## src/rtl/ahb_mux_pkg.sv

```systemverilog
// Shared types and encodings for the AHB slave-side multiplexer.
package ahb_mux_pkg;

  typedef enum logic [1:0] {
    DS_IDLE = 2'd0,
    DS_ERR1 = 2'd1,
    DS_ERR2 = 2'd2
  } ds_state_e;

  localparam logic [1:0] HTRANS_IDLE   = 2'b00;
  localparam logic [1:0] HTRANS_BUSY   = 2'b01;
  localparam logic [1:0] HTRANS_NONSEQ = 2'b10;
  localparam logic [1:0] HTRANS_SEQ    = 2'b11;

  localparam logic [1:0] HRESP_OKAY  = 2'b00;
  localparam logic [1:0] HRESP_ERROR = 2'b01;

  // Data-phase select: 0..15 are slave indices, DSEL_DEF is the internal default slave.
  localparam int unsigned     DSEL_W   = 5;
  localparam logic [DSEL_W-1:0] DSEL_DEF = 5'd16;

  function automatic logic trans_active(input logic [1:0] htrans);
    case (htrans)
      HTRANS_NONSEQ, HTRANS_SEQ: return 1'b1;
      HTRANS_IDLE, HTRANS_BUSY:  return 1'b0;
      default:                   return 1'b0;
    endcase
  endfunction

endpackage

```

## src/rtl/ahb_default_slave.sv

```systemverilog
// Default slave: two-cycle ERROR for unmapped active transfers, plus optional
// wait-state timeout override (enabled by KVIPS_AHB_MUX_TIMEOUT_EN).
module ahb_default_slave #(
  parameter int unsigned HRESP_W     = 2,
  parameter int unsigned TIMEOUT_CYC = 256
) (
  input  logic               HCLK,
  input  logic               HRESETn,
  input  logic               hready,
  input  logic [1:0]         htrans,
  input  logic               addr_unmapped,
  input  logic               dsel_slv,
  output logic               ds_hready_c,
  output logic [HRESP_W-1:0] ds_hresp_c,
  output logic               override_c,
  output logic               timeout_evt
);
  import ahb_mux_pkg::*;

  ds_state_e state_q, state_d;
  logic      accept_err_c;
  logic      timeout_hit_c;

  assign accept_err_c = hready && addr_unmapped && trans_active(htrans);

`ifdef KVIPS_AHB_MUX_TIMEOUT_EN
  localparam int unsigned CNT_W = 16;
  logic [CNT_W-1:0] wait_cnt_q;

  // Counts consecutive slave wait states; the override cycles do not count.
  always_ff @(posedge HCLK or negedge HRESETn) begin
    if (!HRESETn)                                        wait_cnt_q <= '0;
    else if (hready || state_q != DS_IDLE || !dsel_slv)  wait_cnt_q <= '0;
    else                                                 wait_cnt_q <= wait_cnt_q + CNT_W'(1);
  end

  assign timeout_hit_c = (state_q == DS_IDLE) && dsel_slv && !hready &&
                         (wait_cnt_q == CNT_W'(TIMEOUT_CYC - 1));

  always_ff @(posedge HCLK or negedge HRESETn) begin
    if (!HRESETn) timeout_evt <= 1'b0;
    else          timeout_evt <= timeout_hit_c;
  end
`else
  logic [16:0] unused_cfg;
  assign unused_cfg    = {dsel_slv, 16'(TIMEOUT_CYC)};
  assign timeout_hit_c = 1'b0;
  assign timeout_evt   = 1'b0;
`endif

  always_ff @(posedge HCLK or negedge HRESETn) begin
    if (!HRESETn) state_q <= DS_IDLE;
    else          state_q <= state_d;
  end

  always_comb begin
    state_d     = state_q;
    ds_hready_c = 1'b1;
    ds_hresp_c  = HRESP_W'(HRESP_OKAY);
    case (state_q)
      DS_ERR1: begin
        ds_hready_c = 1'b0;
        ds_hresp_c  = HRESP_W'(HRESP_ERROR);
        state_d     = DS_ERR2;
      end
      DS_ERR2: begin
        ds_hresp_c = HRESP_W'(HRESP_ERROR);
        state_d    = accept_err_c ? DS_ERR1 : DS_IDLE;
      end
      default: begin
        if (timeout_hit_c || accept_err_c) state_d = DS_ERR1;
      end
    endcase
  end

  assign override_c = (state_q != DS_IDLE);

endmodule

```

## src/rtl/ahb_slave_mux.sv

```systemverilog
// AHB slave-side decoder and response multiplexer with internal default slave.
// Optional wait-state timeout: define KVIPS_AHB_MUX_TIMEOUT_EN.
module ahb_slave_mux #(
  parameter int unsigned               ADDR_W      = 32,
  parameter int unsigned               DATA_W      = 32,
  parameter int unsigned               NUM_SLV     = 4,
  parameter int unsigned               HRESP_W     = 2,
  parameter logic [NUM_SLV*ADDR_W-1:0] SLV_BASE    = '0,
  parameter logic [NUM_SLV*ADDR_W-1:0] SLV_MASK    = '0,
  parameter int unsigned               TIMEOUT_CYC = 256
) (
  input  logic                        HCLK,
  input  logic                        HRESETn,
  input  logic [ADDR_W-1:0]           HADDR,
  input  logic [1:0]                  HTRANS,
  output logic                        HREADY,
  output logic [DATA_W-1:0]           HRDATA,
  output logic [HRESP_W-1:0]          HRESP,
  output logic [NUM_SLV-1:0]          S_HSEL,
  output logic                        S_HREADY,
  input  logic [NUM_SLV*DATA_W-1:0]   S_HRDATA,
  input  logic [NUM_SLV-1:0]          S_HREADYOUT,
  input  logic [NUM_SLV*HRESP_W-1:0]  S_HRESP,
  output logic                        TIMEOUT_EVT
);
  import ahb_mux_pkg::*;

  logic [DSEL_W-1:0]  dec_sel_c;
  logic [NUM_SLV-1:0] hsel_c;
  logic [DSEL_W-1:0]  dsel_q;
  logic               hready_c;
  logic [DATA_W-1:0]  hrdata_c;
  logic [HRESP_W-1:0] hresp_c;
  logic               ds_hready_c;
  logic [HRESP_W-1:0] ds_hresp_c;
  logic               ds_override_c;

  // Address decode; walking downwards lets the lowest matching index win.
  always_comb begin
    dec_sel_c = DSEL_DEF;
    hsel_c    = '0;
    for (int i = NUM_SLV - 1; i >= 0; i--) begin
      if ((HADDR & SLV_MASK[i*ADDR_W +: ADDR_W]) == SLV_BASE[i*ADDR_W +: ADDR_W]) begin
        dec_sel_c = DSEL_W'(i);
        hsel_c    = '0;
        hsel_c[i] = 1'b1;
      end
    end
  end

  assign S_HSEL = hsel_c;

  always_ff @(posedge HCLK or negedge HRESETn) begin
    if (!HRESETn)      dsel_q <= DSEL_DEF;
    else if (hready_c) dsel_q <= dec_sel_c;
  end

  ahb_default_slave #(
    .HRESP_W     (HRESP_W),
    .TIMEOUT_CYC (TIMEOUT_CYC)
  ) u_default_slave (
    .HCLK          (HCLK),
    .HRESETn       (HRESETn),
    .hready        (hready_c),
    .htrans        (HTRANS),
    .addr_unmapped (dec_sel_c == DSEL_DEF),
    .dsel_slv      (dsel_q != DSEL_DEF),
    .ds_hready_c   (ds_hready_c),
    .ds_hresp_c    (ds_hresp_c),
    .override_c    (ds_override_c),
    .timeout_evt   (TIMEOUT_EVT)
  );

  // Data-phase response mux; an active default-slave sequence overrides the slave.
  always_comb begin
    hready_c = ds_hready_c;
    hrdata_c = '0;
    hresp_c  = ds_hresp_c;
    if (!ds_override_c && dsel_q != DSEL_DEF) begin
      for (int i = 0; i < NUM_SLV; i++) begin
        if (dsel_q == DSEL_W'(i)) begin
          hready_c = S_HREADYOUT[i];
          hrdata_c = S_HRDATA[i*DATA_W +: DATA_W];
          hresp_c  = S_HRESP[i*HRESP_W +: HRESP_W];
        end
      end
    end
  end

  assign HREADY   = hready_c;
  assign S_HREADY = hready_c;
  assign HRDATA   = hrdata_c;
  assign HRESP    = hresp_c;

endmodule

```

## config.mk

```make
export PLATFORM = sky130hd
export DESIGN_NAME = ahb_slave_mux
export DESIGN_NICKNAME = d
export VERILOG_FILES = /design/src/rtl/ahb_mux_pkg.sv /design/src/rtl/ahb_default_slave.sv /design/src/rtl/ahb_slave_mux.sv
export SDC_FILE = /design/constraint.sdc
export NUM_CORES = 1
export LEC_CHECK = 0
export ABC_CLOCK_PERIOD_IN_PS = 4200
export BUFFER_PORTS_ARGS = -buffer_cell sky130_fd_sc_hd__buf_4
export CORE_AREA = 2 2 84 86
export CTS_BUF_LIST = sky130_fd_sc_hd__clkbuf_4
export DETAILED_ROUTE_END_ITERATION = 7
export DIE_AREA = 0 0 86 88
export PLACE_DENSITY_LB_ADDON = 0.25
export RECOVER_POWER = 50
export SYNTH_ARGS = -nofsm -noshare
export SYNTH_HDL_FRONTEND = slang
export SYNTH_HIERARCHICAL = 1
export SYNTH_SLANG_ARGS = --single-unit
```

## constraint.sdc

```tcl
create_clock -name HCLK -period 4.2 [get_ports HCLK]
set_input_delay 0.42 -clock HCLK [delete_from_list [all_inputs] [get_ports HCLK]]
set_output_delay 0.42 -clock HCLK [all_outputs]
set_load 0.02 [all_outputs]
```

**Word level (Yosys, flattened, before mapping)**

Index checks and enable logic that the tools add are counted.

- Flip-flop bits (word level): 3
- Logic and storage cells: 20
- Output and inout bits: 41
- Input bits: 176

- Mux-type cells: 9
- Bitwise operators: 1
- Eq/ne operators: 2
- Reduce and logical (&&, ||, !) cells: 6

Operators by type and width:

| cell | count |
|---|---|
| $mux 32 | 2 |
| $logic_not 5->1 | 1 |
| $mux 1 | 4 |
| $mux 2 | 2 |
| $pmux 2 s2 | 1 |
| $reduce_bool 2->1 | 2 |
| $eq 2x1->1 const B | 1 |
| $eq 2x2->1 const B | 1 |
| $reduce_or 2->1 | 1 |
| $logic_and 1x1->1 | 1 |
| $logic_not 1->1 | 1 |
| $not 1->1 | 1 |

**Longest topological paths before layout**

- Word-level depth: 5
- Mapped depth: 7
- Gate-level depth less buffers: 7

**By module**

Netlist, hierarchy kept.

Modules (own cells, without submodules):

| module | times used | seq. area each (um2) | area each (um2) | cells each |
|---|---|---|---|---|
| ahb_slave_mux | 1 | 26.3 | 360.3 | 49 |
| ahb_default_slave | 1 | 50.0 | 152.6 | 17 |

**Worst setup path before layout**

Ideal clock, no wire load.

- Path type: reg2out
- Start: reg u_default_slave.state_q[0]
- End: out S_HREADY
- Arrival time: 1.429 ns
- Stages on the path, launching flop included: 7
- Path slack: 2.351 ns
- Buffers on the path: 1
- Required time: 3.780 ns
- Path through: dfrtp_1 > inv_1 > ha_1 > inv_1 > nor2_4 > mux2_2 > buf_4

- Cells in the longest elaborated chain, start to end: 4
- Elaborated cells on any way between the ends: 7
- Classes of those cells: eq/ne (1); mux (3); reduce/logical (3)

RTL lines:

| element | RTL line | source |
|---|---|---|
| start, declared | ahb_default_slave.sv:20 | `ds_state_e state_q, state_d;` |
| start signal, assigned | ahb_default_slave.sv:53 | `else state_q <= state_d;` |
| $reduce_bool 2->1 | ahb_default_slave.sv:76 | `assign override_c = (state_q != DS_IDLE);` |
| net ds_override_c | ahb_slave_mux.sv:36 | `logic ds_override_c;` |
| $logic_not 1->1 | ahb_slave_mux.sv:79 | `if (!ds_override_c && dsel_q != DSEL_DEF) begin` |
| $logic_and 1x1->1 | ahb_slave_mux.sv:79 |  |
| $mux 1 | ahb_slave_mux.sv:79 |  |
| end, declared | ahb_slave_mux.sv:20 | `output logic S_HREADY,` |

The timed path passes the listed nets, and every way through them passes these cells.

**Worst setup path in the final report**

- Start: reg u_default_slave.state_q[0]
- End: out HREADY

- Cells in the longest elaborated chain, start to end: 4
- Elaborated cells on any way between the ends: 7
- Classes of those cells: eq/ne (1); mux (3); reduce/logical (3)

RTL lines:

| element | RTL line | source |
|---|---|---|
| $reduce_bool 2->1 | ahb_default_slave.sv:76 |  |
| net ds_override_c | ahb_slave_mux.sv:36 |  |
| $logic_not 1->1 | ahb_slave_mux.sv:79 |  |
| $logic_and 1x1->1 | ahb_slave_mux.sv:79 |  |
| $mux 1 | ahb_slave_mux.sv:79 |  |
| end, declared | ahb_slave_mux.sv:16 | `output logic HREADY,` |

The timed path passes the listed nets, and every way through them passes these cells.

==> run metrics <==
status=completed; PD cells=604 mW/mm^2; cell count after synthesis=between 60 and 70; Root Driver=clkbuf_4; Avg WL per Cell=around 7.7 um; TritonRoute pass-1 iters=3; Tot GR Track Use=0.0356; Fmax=a little over 400 MHz; cts hold-fix bufs=1; Clock Skew=approximately 0.0048 ns; M1 WL=between 600 and 700 um; register-to-register setup slack=3.19 ns; Congestion Overflow GR=0; worst rel slew slack=0.576; WP data required=between 3 and 4 ns; DP HPWL=between 1000 and 1500 um; commonest non-fill, non-tap cell in the layout=buf_4; Final Hold Slack=0.460 ns; CORE AREA=0.00664 sq mm; sequential share of the synthesized area=0.149; number of DRC markers in iteration 0=5; via count=just over 600; total chip power=649 uW; main area contributors after synthesis=and2_1 (37%), buf_4 (10%), dfrtp_1 (9.8%); CTS max path bufs=2; Startpoint Class=register; Cell Rows=30; Layout area overhead=109%; final RePlAce weighted congestion=0.622; Initial Utilization=0.0772; Peak VDD IR=approximately 270 uV; Max Transition Viols Final=0; TritonCTS Buffers=3; final instance area=about 0.0011 sq mm; Synth Register Bits=3; crit end category=output port; crit path time final=about 2.4 ns; die area=roughly 0.0076 sq mm; Cell Area, Placed=0.00109 sq mm; PortBufs=73; critical setup path kind=reg -> out; number of cells upsized or downsized after cts=0; share of layout cells above drive strength 1=0.500; max-cap viol count=0; Yosys cell types=16; Yosys warning count=6; CTS sink cnt=3; met3 WL post-DR=245 um; fin crit share=0.578; Avg Cell Area, Syn=~7.8 sq um; Register Area=76.3 sq um; Final TNS setup=0 ns; antenna violations before repair=0; endpoints failing setup=0; most frequent cells in the layout=buf_4 (58), and2_1 (30), clkbuf_1 (15), conb_1 (7), inv_1 (6); IO Pins=217; CTS H-Tree Depth=1; post-synth top area cell=and2_1; CP max FO=35; leakage=0.000537 uW; Routed Antenna Nets=0; Final #Nets=318; vias in the first global route=505; Yosys top cell area share=0.366; RSZ-0062 raised after global routing=false; postcts setup bufs=0; die height=just under 90 um; final hold violations=0; Residual DRC=0; synthesized area=513 sq um; Slew @ Worst Pin=approximately 0.63 ns; vias per inst=2.83; Inserted Diodes=0; Total Routed Length=approximately 1700 um; first-pass GRT wire length=approximately 2200 um; footprint of the multi-input gates=approximately 340 sq um; fill count=754; TritonCTS clock tree=built; clk_lat worst skew=0.23 ns; worst min path class=reg -> reg; largest net degree at the start of global routing=36; Die Wd=between 80 and 90 um; CTS clock-pin slew for the worst setup and hold paths=about 0.04 ns; CP arrival=2.01 ns; top routing layer in use=met3; WL met2=804 um
state kept, by name (all words and copies together), names as in the netlist:
name and flops:
dsel_q 1, u_default_slave/state_q 2
power breakdown:
group	internal (uW)	switching, uW
clock	42.1	15.5
combinational	229	317
sequential	38.5	6.96
final cells by class:
type / instances / area share
flip-flops and latches: 3 / 0.0711
inverters: 6 / 0.0210
multi-input cells: 51 / 0.319
well taps: 80 / 0.0932
repair buffers: 74 / 0.467
clock buffers: 4 / 0.0280
per-stage QoR:
| step | std cells | util | setup slack [ns] |
|---|---|---|---|
| 2_1_floorplan | 70 | - | 2.35 |
| 3_3_place_gp | 213 | 0.164 | 1.92 |
| 3_5_place_dp | 213 | 0.164 | 1.94 |
| 4_1_cts | 218 | 0.170 | 1.69 |
| 5_1_grt | 218 | 0.162 | 1.58 |
| 6_report | 218 | 0.162 | 1.77 |
critical path: stages, from the launching register on:
cell and delay, ns:
dfrtp_1 0.39, inv_1 0.09, ha_1 0.14, inv_1 0.06, nor2_4 0.51, mux2_2 0.43
buf_4 0.16
path summary, 6_finish.rpt:
check	from	endpoint	cells past startpoint
max	u_default_slave/state_q[0]$_DFFE_PN0P_	HREADY	6
min	dsel_q[4]$_DFFE_PN1P_	dsel_q[4]$_DFFE_PN1P_	2
max reg2reg	u_default_slave/state_q[0]$_DFFE_PN0P_	u_default_slave/state_q[0]$_DFFE_PN0P_	4
min reg2reg	dsel_q[4]$_DFFE_PN1P_	dsel_q[4]$_DFFE_PN1P_	2
max in group asynchronous	HRESETn	dsel_q[4]$_DFFE_PN1P_	2
min in group asynchronous	HRESETn	u_default_slave/state_q[1]$_DFFE_PN0P_	2
routing by layer:
| layer | track usage | vias to the layer above |
|---|---|---|
| met5 | 0 | - |
| li1 | - | 326 |
| met1 | 0.0403 | 254 |
| met2 | 0.0662 | 38 |
| met3 | 0.0151 | 0 |
| met4 | 0 | 0 |
logic make-up (layout without fill, tap and decap cells):
group	after synthesis	in the layout	share of synthesized area
mux	3	3	0.0658
buf+inv	16	84	0.212
flops	3	3	0.149
compound gates	2	2	0.0317
simple gates	36	36	0.446
other cells	3	7	0.0219
fa+ha+maj	3	3	0.0732
synth_stat cells:
master	n
conb_1	3
and2_2	2
nand3_1	1
a31o_1	1
buf_4	7
dfstp_2	1
mux2_2	3
nor2_4	1
buf_6	3
nand2b_1	1
a22oi_1	1
ha_1	3
inv_1	6
and2_1	30
nor2_1	1
dfrtp_1	2
Note: power is estimated with default switching activity, not from simulation.
